### config.mk
export PLATFORM = sky130hd
export DESIGN_NAME = d_mem_byte_bridge
export DESIGN_NICKNAME = d
export VERILOG_FILES = /design/src/rtl/d_bridge_pkg.sv /design/src/rtl/d_bridge_timeout.sv /design/src/rtl/d_mem_byte_bridge.sv
export SDC_FILE = /design/constraint.sdc
export NUM_CORES = 1
export LEC_CHECK = 0
export BUFFER_PORTS_ARGS = -buffer_cell sky130_fd_sc_hd__buf_2
export CAP_MARGIN = 10
export CORE_ASPECT_RATIO = 0.8
export CORE_UTILIZATION = 46
export DETAILED_ROUTE_END_ITERATION = 8
export PLACE_DENSITY = 0.76
export SYNTH_ARGS = -nofsm -noshare
export SYNTH_HDL_FRONTEND = slang
export SYNTH_SLANG_ARGS = --single-unit
### constraint.sdc
create_clock -name clk -period 1.8 [get_ports clk]
set_input_delay 0.09 -clock clk [delete_from_list [all_inputs] [get_ports clk]]
set_output_delay 0.09 -clock clk [all_outputs]
set_load 0.01 [all_outputs]
### src/rtl/d_bridge_pkg.sv
// rtl/d_bridge_pkg.sv - state encoding, byte-lane constants and defaults for d_mem_byte_bridge
package d_bridge_pkg;

  typedef enum logic [1:0] {
    IDLE  = 2'd0,
    BEAT0 = 2'd1,
    BEAT1 = 2'd2,
    DONE  = 2'd3
  } state_t;

  // Address LSB selecting each half of a big-endian word
  localparam logic BYTE_HI = 1'b0;
  localparam logic BYTE_LO = 1'b1;

  localparam logic [15:0] DEFAULT_BUS_ERR_DATA = 16'hFFFF;

endpackage

### src/rtl/d_bridge_timeout.sv
// rtl/d_bridge_timeout.sv - per-beat ext bus timeout counter; TIMEOUT=0 disables expiry
module d_bridge_timeout #(
  parameter int TIMEOUT = 255
) (
  input  logic clk,
  input  logic a_rst,
  input  logic req,
  input  logic ack,
  input  logic clear,
  output logic expired
);

  localparam int CW = (TIMEOUT > 1) ? $clog2(TIMEOUT) : 1;
  localparam int LIM = (TIMEOUT > 0) ? TIMEOUT - 1 : 0;
  localparam logic [CW-1:0] LIMIT = CW'(LIM);
  localparam logic ENABLE = (TIMEOUT > 0);

  logic [CW-1:0] cnt;

  always_ff @(posedge clk) begin
    if (!a_rst) begin
      cnt <= '0;
    end else if (clear || !req || ack) begin
      cnt <= '0;
    end else begin
      cnt <= cnt + CW'(1);
    end
  end

  // Fires on the stalled cycle whose increment would reach TIMEOUT
  assign expired = ENABLE & req & ~ack & (cnt == LIMIT);

endmodule

### src/rtl/d_mem_byte_bridge.sv
// rtl/d_mem_byte_bridge.sv - 16-bit core data port to 8-bit ext bus bridge; option D_BRIDGE_POSTED_WRITE_EN
module d_mem_byte_bridge
  import d_bridge_pkg::*;
#(
  parameter int          TIMEOUT      = 255,
  parameter logic [15:0] BUS_ERR_DATA = DEFAULT_BUS_ERR_DATA
) (
  input  logic        clk,
  input  logic        a_rst,
  input  logic        d_mem_assert,
  input  logic        d_mem_cmd,
  input  logic        d_mem_be0,
  input  logic        d_mem_be1,
  input  logic [15:0] d_mem_addr,
  input  logic [15:0] d_mem_data_out,
  output logic [15:0] d_mem_data_in,
  output logic        d_mem_rdy,
  output logic        d_mem_err,
  output logic        ext_req,
  output logic        ext_we,
  output logic [15:0] ext_addr,
  output logic [7:0]  ext_wdata,
  input  logic [7:0]  ext_rdata,
  input  logic        ext_ack
);

  state_t      state, state_nxt;
  logic        word_q, posted_q;
  logic [7:0]  wdata_lo_q, rd_hi_q;
  logic [15:0] rd_result;
  logic        beat_done, expired, accept, is_word, posted_accept, finish;

  assign beat_done = ext_req & ext_ack;
  assign accept    = (state == IDLE) & d_mem_assert;
  assign is_word   = d_mem_be0 & d_mem_be1;
  assign finish    = ((state == BEAT1) & beat_done) | expired;

`ifdef D_BRIDGE_POSTED_WRITE_EN
  assign posted_accept = accept & d_mem_cmd;
`else
  assign posted_accept = 1'b0;
`endif

  d_bridge_timeout #(.TIMEOUT(TIMEOUT)) u_timeout (
    .clk     (clk),
    .a_rst   (a_rst),
    .req     (ext_req),
    .ack     (ext_ack),
    .clear   (accept | expired),
    .expired (expired)
  );

  always_comb begin
    if (expired) begin
      rd_result = word_q ? BUS_ERR_DATA : {8'h00, BUS_ERR_DATA[7:0]};
    end else begin
      rd_result = word_q ? {rd_hi_q, ext_rdata} : {8'h00, ext_rdata};
    end
  end

  always_ff @(posedge clk) begin
    if (!a_rst) begin
      state <= IDLE;
    end else begin
      state <= state_nxt;
    end
  end

  // A posted drain returns straight to IDLE so the core never sees its completion
  always_comb begin
    state_nxt = state;
    case (state)
      IDLE:    if (accept) state_nxt = is_word ? BEAT0 : BEAT1;
      BEAT0:   if (expired) state_nxt = posted_q ? IDLE : DONE;
               else if (beat_done) state_nxt = BEAT1;
      BEAT1:   if (finish) state_nxt = posted_q ? IDLE : DONE;
      DONE:    state_nxt = IDLE;
      default: state_nxt = IDLE;
    endcase
  end

  always_ff @(posedge clk) begin
    if (!a_rst) begin
      ext_req       <= 1'b0;
      ext_we        <= 1'b0;
      ext_addr      <= 16'h0000;
      ext_wdata     <= 8'h00;
      d_mem_rdy     <= 1'b0;
      d_mem_err     <= 1'b0;
      d_mem_data_in <= 16'h0000;
      word_q        <= 1'b0;
      posted_q      <= 1'b0;
      wdata_lo_q    <= 8'h00;
      rd_hi_q       <= 8'h00;
    end else begin
      d_mem_rdy <= 1'b0;
      d_mem_err <= 1'b0;
      if (accept) begin
        ext_req    <= 1'b1;
        ext_we     <= d_mem_cmd;
        ext_addr   <= is_word ? {d_mem_addr[15:1], BYTE_HI} : d_mem_addr;
        ext_wdata  <= is_word ? d_mem_data_out[15:8] : d_mem_data_out[7:0];
        wdata_lo_q <= d_mem_data_out[7:0];
        word_q     <= is_word;
        posted_q   <= posted_accept;
        d_mem_rdy  <= posted_accept;
      end else if (finish) begin
        ext_req  <= 1'b0;
        ext_we   <= 1'b0;
        posted_q <= 1'b0;
        if (!posted_q) begin
          d_mem_rdy <= 1'b1;
          d_mem_err <= expired;
          if (!ext_we) d_mem_data_in <= rd_result;
        end
      end else if ((state == BEAT0) && beat_done) begin
        rd_hi_q   <= ext_rdata;
        ext_addr  <= {ext_addr[15:1], BYTE_LO};
        ext_wdata <= wdata_lo_q;
      end
    end
  end

endmodule

==> flow_summary.json <==
{
  "utilization": 0.693,
  "dp_cells": 501,
  "synthArstFlopShare": 0,
  "cts.sinks": 71,
  "wl_met2_mm": 3.84,
  "clock_power_share": 0.327,
  "nFillCells": 476,
  "ir_drop_mv": 0.683,
  "grt_pass1_vias": 2619,
  "critPathMaxFanout": 8,
  "startpoint_type": "flop",
  "cts-buffers-inserted": 9,
  "cts-root-to-sink-buffers": 2,
  "dr_wl_met3_um": 477,
  "final_cells": 547,
  "min_from": "ext_rdata[2]",
  "hold_path_depth": 3,
  "drtIter0Drc": 157,
  "drc_errors": 0,
  "dp_hpwl_mm": 4.71,
  "clk_pin_slew_ps": 70,
  "wl_per_cell_um": 13.9,
  "insertion_delay_ps": 350,
  "p_sw_w": 0.00145,
  "worstReg2RegEnd": "d_mem_data_in[14]",
  "gp_congestion": 0.800,
  "vias": 2863,
  "synthesis.area_sq_um": 2920,
  "firstDrtPassIters": 7,
  "layout_common_cells": "90 x buf_2, 70 x nand2_1, 68 x dfxtp_1",
  "comb_power_share": 0.276,
  "die_w_um": 91.1,
  "nets": 514,
  "layout_commonest_cell": "buf_2",
  "via_per_inst": 5.23,
  "syn_to_final_growth_pct": 42.6,
  "insertedDiodeCount": 0,
  "dieArea_sq_um": 6670,
  "hold_class": "input port to flop",
  "synth_edf_count": 0,
  "portBuffers": 90,
  "cts_tree": "yes",
  "drive_above_1_share": 0.318,
  "ys_types": 39,
  "syn_inst": 332,
  "synth-seq-cells": 71,
  "arrival_ps": 1980,
  "num_io_pins": 91,
  "syn_nets": 385,
  "rows": 25,
  "grt_pass1_wl_mm": 11.4,
  "grt_overflow": 0,
  "min_to": "rd_hi_q[2]",
  "maxCapViolCount": 0,
  "reg2reg_slack_ps": 30,
  "fmax_ghz": 0.565,
  "finalHoldViolCount": 0,
  "intPower_w": 0.00332,
  "antenna_found_initial": 0,
  "yosysSeqAreaShare": 0.487,
  "wl_met1_mm": 3.17,
  "status": "finished clean",
  "htree_levels": 3,
  "slew_viol_final": 0,
  "period_share": 0.984,
  "drt-total-wl_mm": 7.62,
  "yosysWarnings": 0,
  "reg2regPathDepth": 8,
  "synthFlopType": "dfxtp_1",
  "setup_viol": 0,
  "end_kind": "flop",
  "core_sq_um": 6010,
  "die_h_um": 73.3,
  "switching_share": 0.303,
  "grt_max_degree": 51,
  "leakage_nw": 1.82,
  "relSlewSlack": 0.638,
  "required_ps": 2010,
  "cts_root_buffer": "clkbuf_8",
  "place_area_sq_um": 3560,
  "antenna_left": 0,
  "cellPowerDensity_nw_per_um2": 1150,
  "finalClockSkew_ps": 9.77,
  "start_util": 0.486,
  "worst_slew_pin_slew_ps": 544,
  "grt_usage": 0.221,
  "setup.worst_path.class": "flop to flop",
  "fin_crit_ps": 1770,
  "r2r-start": "u_timeout.cnt[0]",
  "power_frac_seq": 0.397,
  "top_layer_used": "met4",
  "syn_area_per_cell_sq_um": 8.79,
  "design_area_sq_um": 4160
}
-- state kept, by name, summed over array words and instances, names as in the netlist, 2 cells and up --
signal and flops:
u_timeout.cnt 8, ext_addr 16, state 2, wdata_lo_q 8
rd_hi_q 8, ext_wdata 8, d_mem_data_in 16
-- kinds of logic (layout without fill, tap and decap cells) --
logic type	after synthesis	in the layout	share of synthesized area
AND/OR/NAND/NOR	119	119	0.194
AO/OA/AOI/OAI	94	94	0.208
flip-flops	71	71	0.487
buffers and inverters	28	162	0.0390
multiplexers	9	9	0.0309
adder cells (fa/ha/maj)	6	6	0.0257
XOR/XNOR	5	5	0.0150
-- synth_stat cells, types with 2 or more instances --
library cell / instances / area (sq um)
dfxtp_1: 71 / 1420
nand2_1: 70 / 263
a21oi_1: 36 / 180
a211oi_1: 17 / 128
clkbuf_1: 17 / 63.8
nor2_1: 15 / 56.3
o21ai_0: 12 / 60.1
nand3_1: 10 / 50.1
and3_1: 9 / 56.3
mux2i_1: 9 / 90.1
a22oi_1: 8 / 60.1
o22ai_1: 8 / 50.1
inv_1: 7 / 26.3
ha_1: 6 / 75.1
o221a_2: 5 / 56.3
o221a_1: 3 / 33.8
xnor2_1: 3 / 26.3
buf_1: 2 / 7.51
nor3b_2: 2 / 25.0
or3_1: 2 / 12.5
xor2_1: 2 / 17.5
-- final cells by class --
| class | instances | area (sq um) | area share |
|---|---|---|---|
| multi-input cells | 233 | 1440 | 0.345 |
| flip-flops and latches | 71 | 1430 | 0.342 |
| repair buffers | 139 | 928 | 0.223 |
| clock buffers | 11 | 141 | 0.0340 |
| clock inverters | 5 | 104 | 0.0249 |
| well taps | 81 | 101 | 0.0243 |
| inverters | 7 | 26.3 | 0.00631 |
-- worst max-delay path by stage --
stage               slack [ps]  depth (start not counted)           endpoint        startpoint
finish                      30                          8  d_mem_data_in[14]  u_timeout.cnt[0]
global route               -10                          9   d_mem_data_in[1]          state[0]
CTS                       0.01                          7   d_mem_data_in[2]          state[0]
detailed placement          10                          5   d_mem_data_in[4]          state[0]
global placement            80                          5   d_mem_data_in[3]          state[0]
floorplan                   30                          7  d_mem_data_in[10]          state[0]
-- worst max-delay path: stages (launching register included) --
cell and delay, ps:
dfxtp_2 320, inv_1 90, ha_4 160, nand3_4 70, o31a_1 340, nor4b_4 260, buf_4 190, clkbuf_16 150
o22ai_1 70
-- metal layers --
| layer | GRT usage | up-vias |
|---|---|---|
| met4 | 0.0741 | 0 |
| met3 | 0.0797 | 15 |
| li1 | - | 1428 |
| met5 | 0 | - |
| met2 | 0.396 | 83 |
| met1 | 0.249 | 1337 |
-- repair_timing --
action,in CTS,in global routing
setup endpoints to repair,5,26
cloned,0,1
hold endpoints to repair,27,0
gates resized for setup,1,11
pin swaps,0,2
buffers inserted,0,2
hold buffers,27,0
-- power by group through the flow --
| stage | Sequential, W | Combinational, W | Clock (W) |
|---|---|---|---|
| after floorplan | 0.00198 | 0.000680 | 0 |
| after global placement | 0.00192 | 0.00120 | 0 |
| after detailed placement | 0.00192 | 0.00122 | 0 |
| after CTS | 0.00189 | 0.00128 | 0.00158 |
| after global routing | 0.00192 | 0.00144 | 0.00165 |
| final | 0.00189 | 0.00132 | 0.00156 |
-- per-stage QoR --
stage	TNS [ps]	hold WS, ps	setup WS, ps	total power, W
finish	0	19.8	29.7	0.00477
global route	-64.3	22.8	-13.0	0.00501
CTS	0	6.19	0.0111	0.00475
detailed placement	0	336	12.0	0.00315
global placement	0	322	75.9	0.00311
floorplan	0	226	26.4	0.00266
Note: power is estimated with default switching activity, not from simulation.
